<file path="src/rtl/csa_tree_pipe.sv">
// csa_tree_pipe
// Pipelined carry-save reduction tree. N_OPS operands are extended to
// OUT_WIDTH (sign- or zero-extension, chosen per operand set by signed_i)
// and reduced level by level with 3:2 compressors until one sum row and
// one carry row remain. The caller adds sum_o + carry_o in a final CPA.
//
// Ports
//   clk_i        clock
//   rst_ni       asynchronous active-low reset
//   in_valid_i   operand set valid
//   in_ready_o   operand set accepted this cycle when valid
//   operands_i   [N_OPS-1:0][IN_WIDTH-1:0] operands
//   signed_i     1: two's complement operands, 0: unsigned
//   tag_i        user tag travelling with the operand set
//   out_valid_o  result valid
//   out_ready_i  consumer accepts result
//   sum_o        sum row
//   carry_o      carry row, already weighted (shifted left by one)
//   tag_o        tag of the presented result
//
// PIPE_MASK bit k registers the outputs of tree level k. Each registered
// level is an elastic stage (valid bit + data + tag); ready flows
// combinationally backwards through the registered stages so a full
// pipeline drains without bubbles.
module csa_tree_pipe #(
  parameter int         N_OPS     = 8,
  parameter int         IN_WIDTH  = 16,
  parameter int         OUT_WIDTH = IN_WIDTH + $clog2(N_OPS),
  parameter int         TAG_WIDTH = 4,
  parameter logic [7:0] PIPE_MASK = 8'hFF
) (
  input  logic                               clk_i,
  input  logic                               rst_ni,
  input  logic                               in_valid_i,
  output logic                               in_ready_o,
  input  logic [N_OPS-1:0][IN_WIDTH-1:0]     operands_i,
  input  logic                               signed_i,
  input  logic [TAG_WIDTH-1:0]               tag_i,
  output logic                               out_valid_o,
  input  logic                               out_ready_i,
  output logic [OUT_WIDTH-1:0]               sum_o,
  output logic [OUT_WIDTH-1:0]               carry_o,
  output logic [TAG_WIDTH-1:0]               tag_o
);

  // Rows entering level lvl: each level maps n rows to 2*floor(n/3) + n%3.
  function automatic int rows_at(input int lvl);
    int n;
    n = N_OPS;
    for (int i = 0; i < lvl; i++) begin
      n = 2 * (n / 3) + (n % 3);
    end
    return n;
  endfunction

  // Number of levels needed to get down to two rows.
  function automatic int calc_levels();
    int n;
    int l;
    n = N_OPS;
    l = 0;
    for (int i = 0; i < 32; i++) begin
      if (n > 2) begin
        n = 2 * (n / 3) + (n % 3);
        l = l + 1;
      end
    end
    return l;
  endfunction

  localparam int             L        = calc_levels();
  localparam int             EXT      = OUT_WIDTH - IN_WIDTH;
  localparam logic [L-1:0]   REG_MASK = PIPE_MASK[L-1:0];

  typedef logic [N_OPS-1:0][OUT_WIDTH-1:0] rows_t;

  // One reduction level: full groups of three rows become (sum, carry<<1),
  // leftover rows are passed through behind them. Unused rows are zero.
  function automatic rows_t compress(input rows_t d, input int n);
    rows_t                r;
    int                   g;
    logic [OUT_WIDTH-1:0] a;
    logic [OUT_WIDTH-1:0] b;
    logic [OUT_WIDTH-1:0] c;
    r = '0;
    g = n / 3;
    for (int j = 0; j < N_OPS / 3; j++) begin
      if (j < g) begin
        a            = d[3*j];
        b            = d[3*j+1];
        c            = d[3*j+2];
        r[2*j]       = a ^ b ^ c;
        // Carry MSB falls off the top: arithmetic is modulo 2^OUT_WIDTH.
        r[2*j+1]     = ((a & b) | (a & c) | (b & c)) << 1;
      end
    end
    for (int m = 0; m < 2; m++) begin
      if (m < n % 3) begin
        r[2*g+m] = d[3*g+m];
      end
    end
    return r;
  endfunction

  // Operand extension
  rows_t w_ext;

  genvar gi;
  generate
    for (gi = 0; gi < N_OPS; gi++) begin : g_ext
      assign w_ext[gi] = signed_i ? {{EXT{operands_i[gi][IN_WIDTH-1]}}, operands_i[gi]}
                                  : {{EXT{1'b0}}, operands_i[gi]};
    end
  endgenerate

  // Per-level state (registers only change for levels selected in REG_MASK)
  logic [L-1:0]          r_valid;
  rows_t                 r_data [0:L-1];
  logic [TAG_WIDTH-1:0]  r_tag  [0:L-1];

  // Per-level combinational signals
  rows_t                 w_comb [0:L-1];  // compressor output of level k
  logic [L-1:0]          w_vin;           // valid arriving at level k
  logic [TAG_WIDTH-1:0]  w_tin  [0:L-1];  // tag arriving at level k
  logic [L-1:0]          w_rdy;           // ready into level k

  // Forward path: data/valid/tag ripple through combinational levels and
  // restart from the register of every registered level.
  always_comb begin
    rows_t                cur_rows;
    logic                 cur_v;
    logic [TAG_WIDTH-1:0] cur_t;
    cur_rows = w_ext;
    cur_v    = in_valid_i;
    cur_t    = tag_i;
    w_vin    = '0;
    w_comb   = '{default: '0};
    w_tin    = '{default: '0};
    for (int k = 0; k < L; k++) begin
      w_vin[k]  = cur_v;
      w_tin[k]  = cur_t;
      w_comb[k] = compress(cur_rows, rows_at(k));
      if (REG_MASK[k]) begin
        cur_rows = r_data[k];
        cur_v    = r_valid[k];
        cur_t    = r_tag[k];
      end else begin
        cur_rows = w_comb[k];
      end
    end
    out_valid_o = cur_v;
    sum_o       = cur_rows[0];
    carry_o     = cur_rows[1];
    tag_o       = cur_t;
  end

  // Backward ready path: depends only on stage occupancy and out_ready_i,
  // never on any incoming valid.
  always_comb begin
    logic rdy;
    rdy   = out_ready_i;
    w_rdy = '0;
    for (int k = L - 1; k >= 0; k--) begin
      if (REG_MASK[k]) begin
        rdy = ~r_valid[k] | rdy;
      end
      w_rdy[k] = rdy;
    end
    in_ready_o = rdy;
  end

  always_ff @(posedge clk_i or negedge rst_ni) begin
    if (!rst_ni) begin
      r_valid <= '0;
      r_data  <= '{default: '0};
      r_tag   <= '{default: '0};
    end else begin
      for (int k = 0; k < L; k++) begin
        if (REG_MASK[k] && w_rdy[k]) begin
          // Ready means the stage is empty or draining this cycle.
          r_valid[k] <= w_vin[k];
          if (w_vin[k]) begin
            r_data[k] <= w_comb[k];
            r_tag[k]  <= w_tin[k];
          end
        end
      end
    end
  end

endmodule

</file>
<file path="config.mk">
export PLATFORM = sky130hd
export DESIGN_NAME = csa_tree_pipe
export DESIGN_NICKNAME = d
export VERILOG_FILES = /design/src/rtl/csa_tree_pipe.sv
export SDC_FILE = /design/constraint.sdc
export NUM_CORES = 1
export LEC_CHECK = 0
export ABC_AREA = 1
export BUFFER_PORTS_ARGS = -buffer_cell sky130_fd_sc_hd__buf_2
export CAP_MARGIN = 10
export CORE_ASPECT_RATIO = 0.6
export CORE_UTILIZATION = 45
export CTS_CLUSTER_DIAMETER = 120
export DETAILED_ROUTE_END_ITERATION = 6
export GPL_ROUTABILITY_DRIVEN = 0
export GPL_TIMING_DRIVEN = 0
export PLACE_DENSITY_LB_ADDON = 0.25
export SYNTH_ARGS = -nofsm -noshare
export SYNTH_HDL_FRONTEND = slang
export SYNTH_SLANG_ARGS = --single-unit
</file>
<file path="constraint.sdc">
create_clock -name clk_i -period 1.7 [get_ports clk_i]
set_input_delay 0.085 -clock clk_i [delete_from_list [all_inputs] [get_ports clk_i]]
set_output_delay 0.085 -clock clk_i [all_outputs]
set_load 0.01 [all_outputs]
</file>
### Word-level counts from Yosys, hierarchy flattened

Index checks and enable logic that the tools add are counted.

* bits in registers: 298
* output and inout bits: 44
* logic and storage cells: 85

* mux-type cells: 8
* bitwise operators: 50
* reduce and logical (&&, ||, !) cells: 4

Operator list (number)
* $and A18 B18 Y18: 18
* $xor A19 B19 Y19: 12
* $or A18 B18 Y18: 12
* $mux W19: 8
* $reduce_and A2 Y1: 4
* $not A1 Y1: 4
* $or A1 B1 Y1: 4

### Longest topological paths before layout

* depth after elaboration: 6
* mapped depth: 9
* mapped depth without buffers: 7

### Worst setup path after synthesis

No wires, ideal clock.

* path type: flip-flop to flip-flop
* start: reg r_valid[3]
* end: reg r_data[485] in the netlist's numbering
* setup time: 0.117 ns
* arrival: 1.243 ns
* path slack: 0.340 ns
* stages on the path, launching flop included: 9
* path buffers: 3
* clock period less this slack: 1.360 ns
* cells stage by stage: dfrtp_1 -> inv_2 -> nor2_4 -> nand4_1 -> buf_2 -> buf_6 -> buf_2 -> nand3_1 -> nand2_1

* cells in the longest elaborated chain, start to end: 6

RTL lines
* from (decl): line 117 `logic [L-1:0] r_valid;`
* from (signal, indexed assignment): line 181 `r_valid[k] <= w_vin[k];`
* $not A1 Y1: line 165 `rdy = ~r_valid[k] | rdy;`
* $or A1 B1 Y1 (4 in a row): line 165
* $reduce_and A2 Y1 (no source line)
* to (signal, indexed assignment): line 183 `r_data[k] <= w_comb[k];`
* to (decl): line 118 `rows_t r_data [0:L-1];`

Every way passes these cells.
A chain may end at the register's enable or synchronous reset.

### Final worst setup path

* start: reg r_valid[3]
* end: out in_ready_o

* cells in the longest elaborated chain, start to end: 5

RTL lines
* $not A1 Y1: line 165
* $or A1 B1 Y1 (4 in a row): line 165
* to (decl): line 35 `output logic in_ready_o,`

Every way passes these cells.

==> summary.txt <==
crit path launch type - flip-flop
fin area - 17500 sq um
Comb pwr share - 36.2%
vias per inst - 5.09
vias in the first global route - 11800
final hold vios - 0
Pre-Repair DR Iteration Count - 5
CTS tree - built
initial antenna violation count - 0
Num Clock Sinks - 285
nets - 2004
Non-Filler Instances - 2180
f_max - 605 MHz
CTS Buf Count - 27
Placed Instance Area - 15000 sq um
Crit path arrival time - 1570 ps
Pins Over Slew Limit - 0
grt total ovfl - 0
largest net degree at the start of global routing - 112
syn avg cell area - 9.70 sq um
I/O pin count - 181
Rel. slew slack - 40.4%
leakage - 0.00926 uW
Pwr Density - 1510 nW/um^2
CTS root buf - clkbuf_16
VDD IR max - 0.880 mV
HP Class - in -> reg
Post-Syn Area - 13500 sq um
most frequent cells in the layout - nand2_1, dfrtp_1, buf_2
core area - 29100 sq um
1st-iter DRT viols - 964
routed length per instance - 17.7 microns
FF+latch count, synth - 285
Die Wd - 226 microns
crit path max fanout - 7
sw power - 9750 uW
register area share after synthesis - 52.8%
Port Buf Inserts - 176
final wirelength - 38500 microns
area added between synthesis and finish - 29.3%
final setup fails - 0
gr usage total - 26.5%
Starting Density - 46.4%
ANT cells - 0
fill count - 2492
clock share of power - 22.3%
CP endpoint kind - output pin
share of post-route cells with drive strength above 1 - 18.5%
WS Path Type - reg -> out
CTS H-Tree Depth - 1
Yosys Warn Count - 0
Netlist cell types - 22
Syn Inst Count - 1394
number of antenna-violating nets in the routed design - 0
RSZ-0062 raised after global routing - yes
worst slew pin tran - 893 ps
share of power burned in registers - 41.6%
Final Power - 26500 uW
skew final - 17.5 ps
Chip Height - 136 microns
clk_lat worst skew - 540 ps
CP Data Required Time - 1620 ps
Max clock buf depth - 3
status - complete, no violations
Cells after DPL - 1973
DRC viols - 0
row count - 48
global-route wire length before repair - 62100 microns
switch share - 36.8%
clock slew at reported path FFs - 60 ps
Final period util - 97.2%
commonest non-fill, non-tap cell in the layout - nand2_1
Internal - 16700 uW
maxcap violations - 0
die area - 30800 sq um
DPL Wire Length - 27500 microns
min Tclk post-route - 1650 ps
Via Count - 11100
[synth_stat cells]
cell | count | share of area, %
nor2_4 | 2 | 0.17
fa_1 | 102 | 15
conb_1 | 1 | 0.028
dfrtp_1 | 285 | 53
nand2_1 | 660 | 18
o21ai_0 | 6 | 0.22
ha_1 | 3 | 0.28
nand3_1 | 185 | 6.9
buf_4 | 46 | 2.6
xnor2_1 | 1 | 0.065
buf_2 | 30 | 1.1
buf_1 | 16 | 0.44
buf_6 | 5 | 0.42
inv_1 | 15 | 0.42
clkbuf_1 | 25 | 0.69
inv_2 | 3 | 0.083
nand4_1 | 1 | 0.046
o21ai_1 | 4 | 0.15
or2_2 | 1 | 0.046
nand3_2 | 1 | 0.074
xor2_1 | 1 | 0.065
nand2_4 | 1 | 0.083
[final cells by class]
class	count	area (sq um)	area share, %
Inverter	18	67.6	0.387
Timing Repair Buffer	338	2540	14.5
Clock buffer	41	788	4.51
Clock inverter	6	55.1	0.315
Sequential cell	285	7130	40.8
Buffer	122	782	4.47
Tap cell	400	500	2.86
Multi-Input combinational cell	970	5610	32.1
[kinds of logic after synthesis]
group | synth area share (%)
simple gates | 25.6
flops | 52.8
buf+inv | 5.72
fa+ha+maj | 15.4
compound gates | 0.370
xor+xnor | 0.130
other cells | 0.0277
[state kept, by name, summed over array words and instances, names as in the netlist]
register,count
r_valid,4
carry_o,17
sum_o,19
tag_o,4
r_tag,12
r_data,229
[layer usage]
layer	GRT usage (%)	vias up	part of all wire, %	wire length [microns]
li1	-	5042	-	-
met1	38.8	5554	46	17800
met2	41.0	420	45	17300
met3	5.47	70	6.9	2640
met4	5.67	0	2.1	817
met5	0	-	0	0
[final timing paths]
kind	from	endpoint	slack [ps]	cells past startpoint
setup / recovery	r_valid[3]	in_ready_o	50	6
hold reg to reg	carry_o[18]	carry_o[18]	470	2
hold / removal	operands_i[12]	r_data[468]	10	4
min in group asynchronous	rst_ni	r_data[511]	200	2
setup reg to reg	r_valid[3]	r_data[304]	80	7
max in group asynchronous	rst_ni	carry_o[7]	430	3
[worst max-delay path, cell delays in order (launching register included)]
cell and delay, ps:
dfrtp_1 350, inv_2 50, nor2_4 80, nand4_1 130, buf_6 160, buf_8 130
buf_6 110
[stage by stage]
step,setup WS [ps],hold WS (ps),utilization (%),setup TNS (ps)
floorplan,340,-211,-,0
finish,47.6,12.3,60.0,0
CTS,-56.5,1.45,59.7,-77.1
detailed placement,-127,217,51.4,-499
global placement,-4810,319,51.2,-1361110
global route,-40.9,15.6,60.0,-40.9
[power by group through the flow]
stage               registers [uW]  clock network, uW  logic, uW
floorplan                    10700                  0       5770
global placement             11100                  0       8860
detailed placement           11100                  0       9050
CTS                          11000               6010       9530
global route                 11300               6310      10800
finish                       11000               5890       9570
[repair_timing]
| action | CTS | global route |
|---|---|---|
| endpoints found under the hold margin | 210 | 0 |
| hold buffers | 153 | 0 |
| endpoints found under the setup margin | 24 | 190 |
| gates resized for setup | 11 | 39 |
| setup buffers | 3 | 4 |
| pin swaps | 2 | 3 |
(Power assumes the default switching activity.)
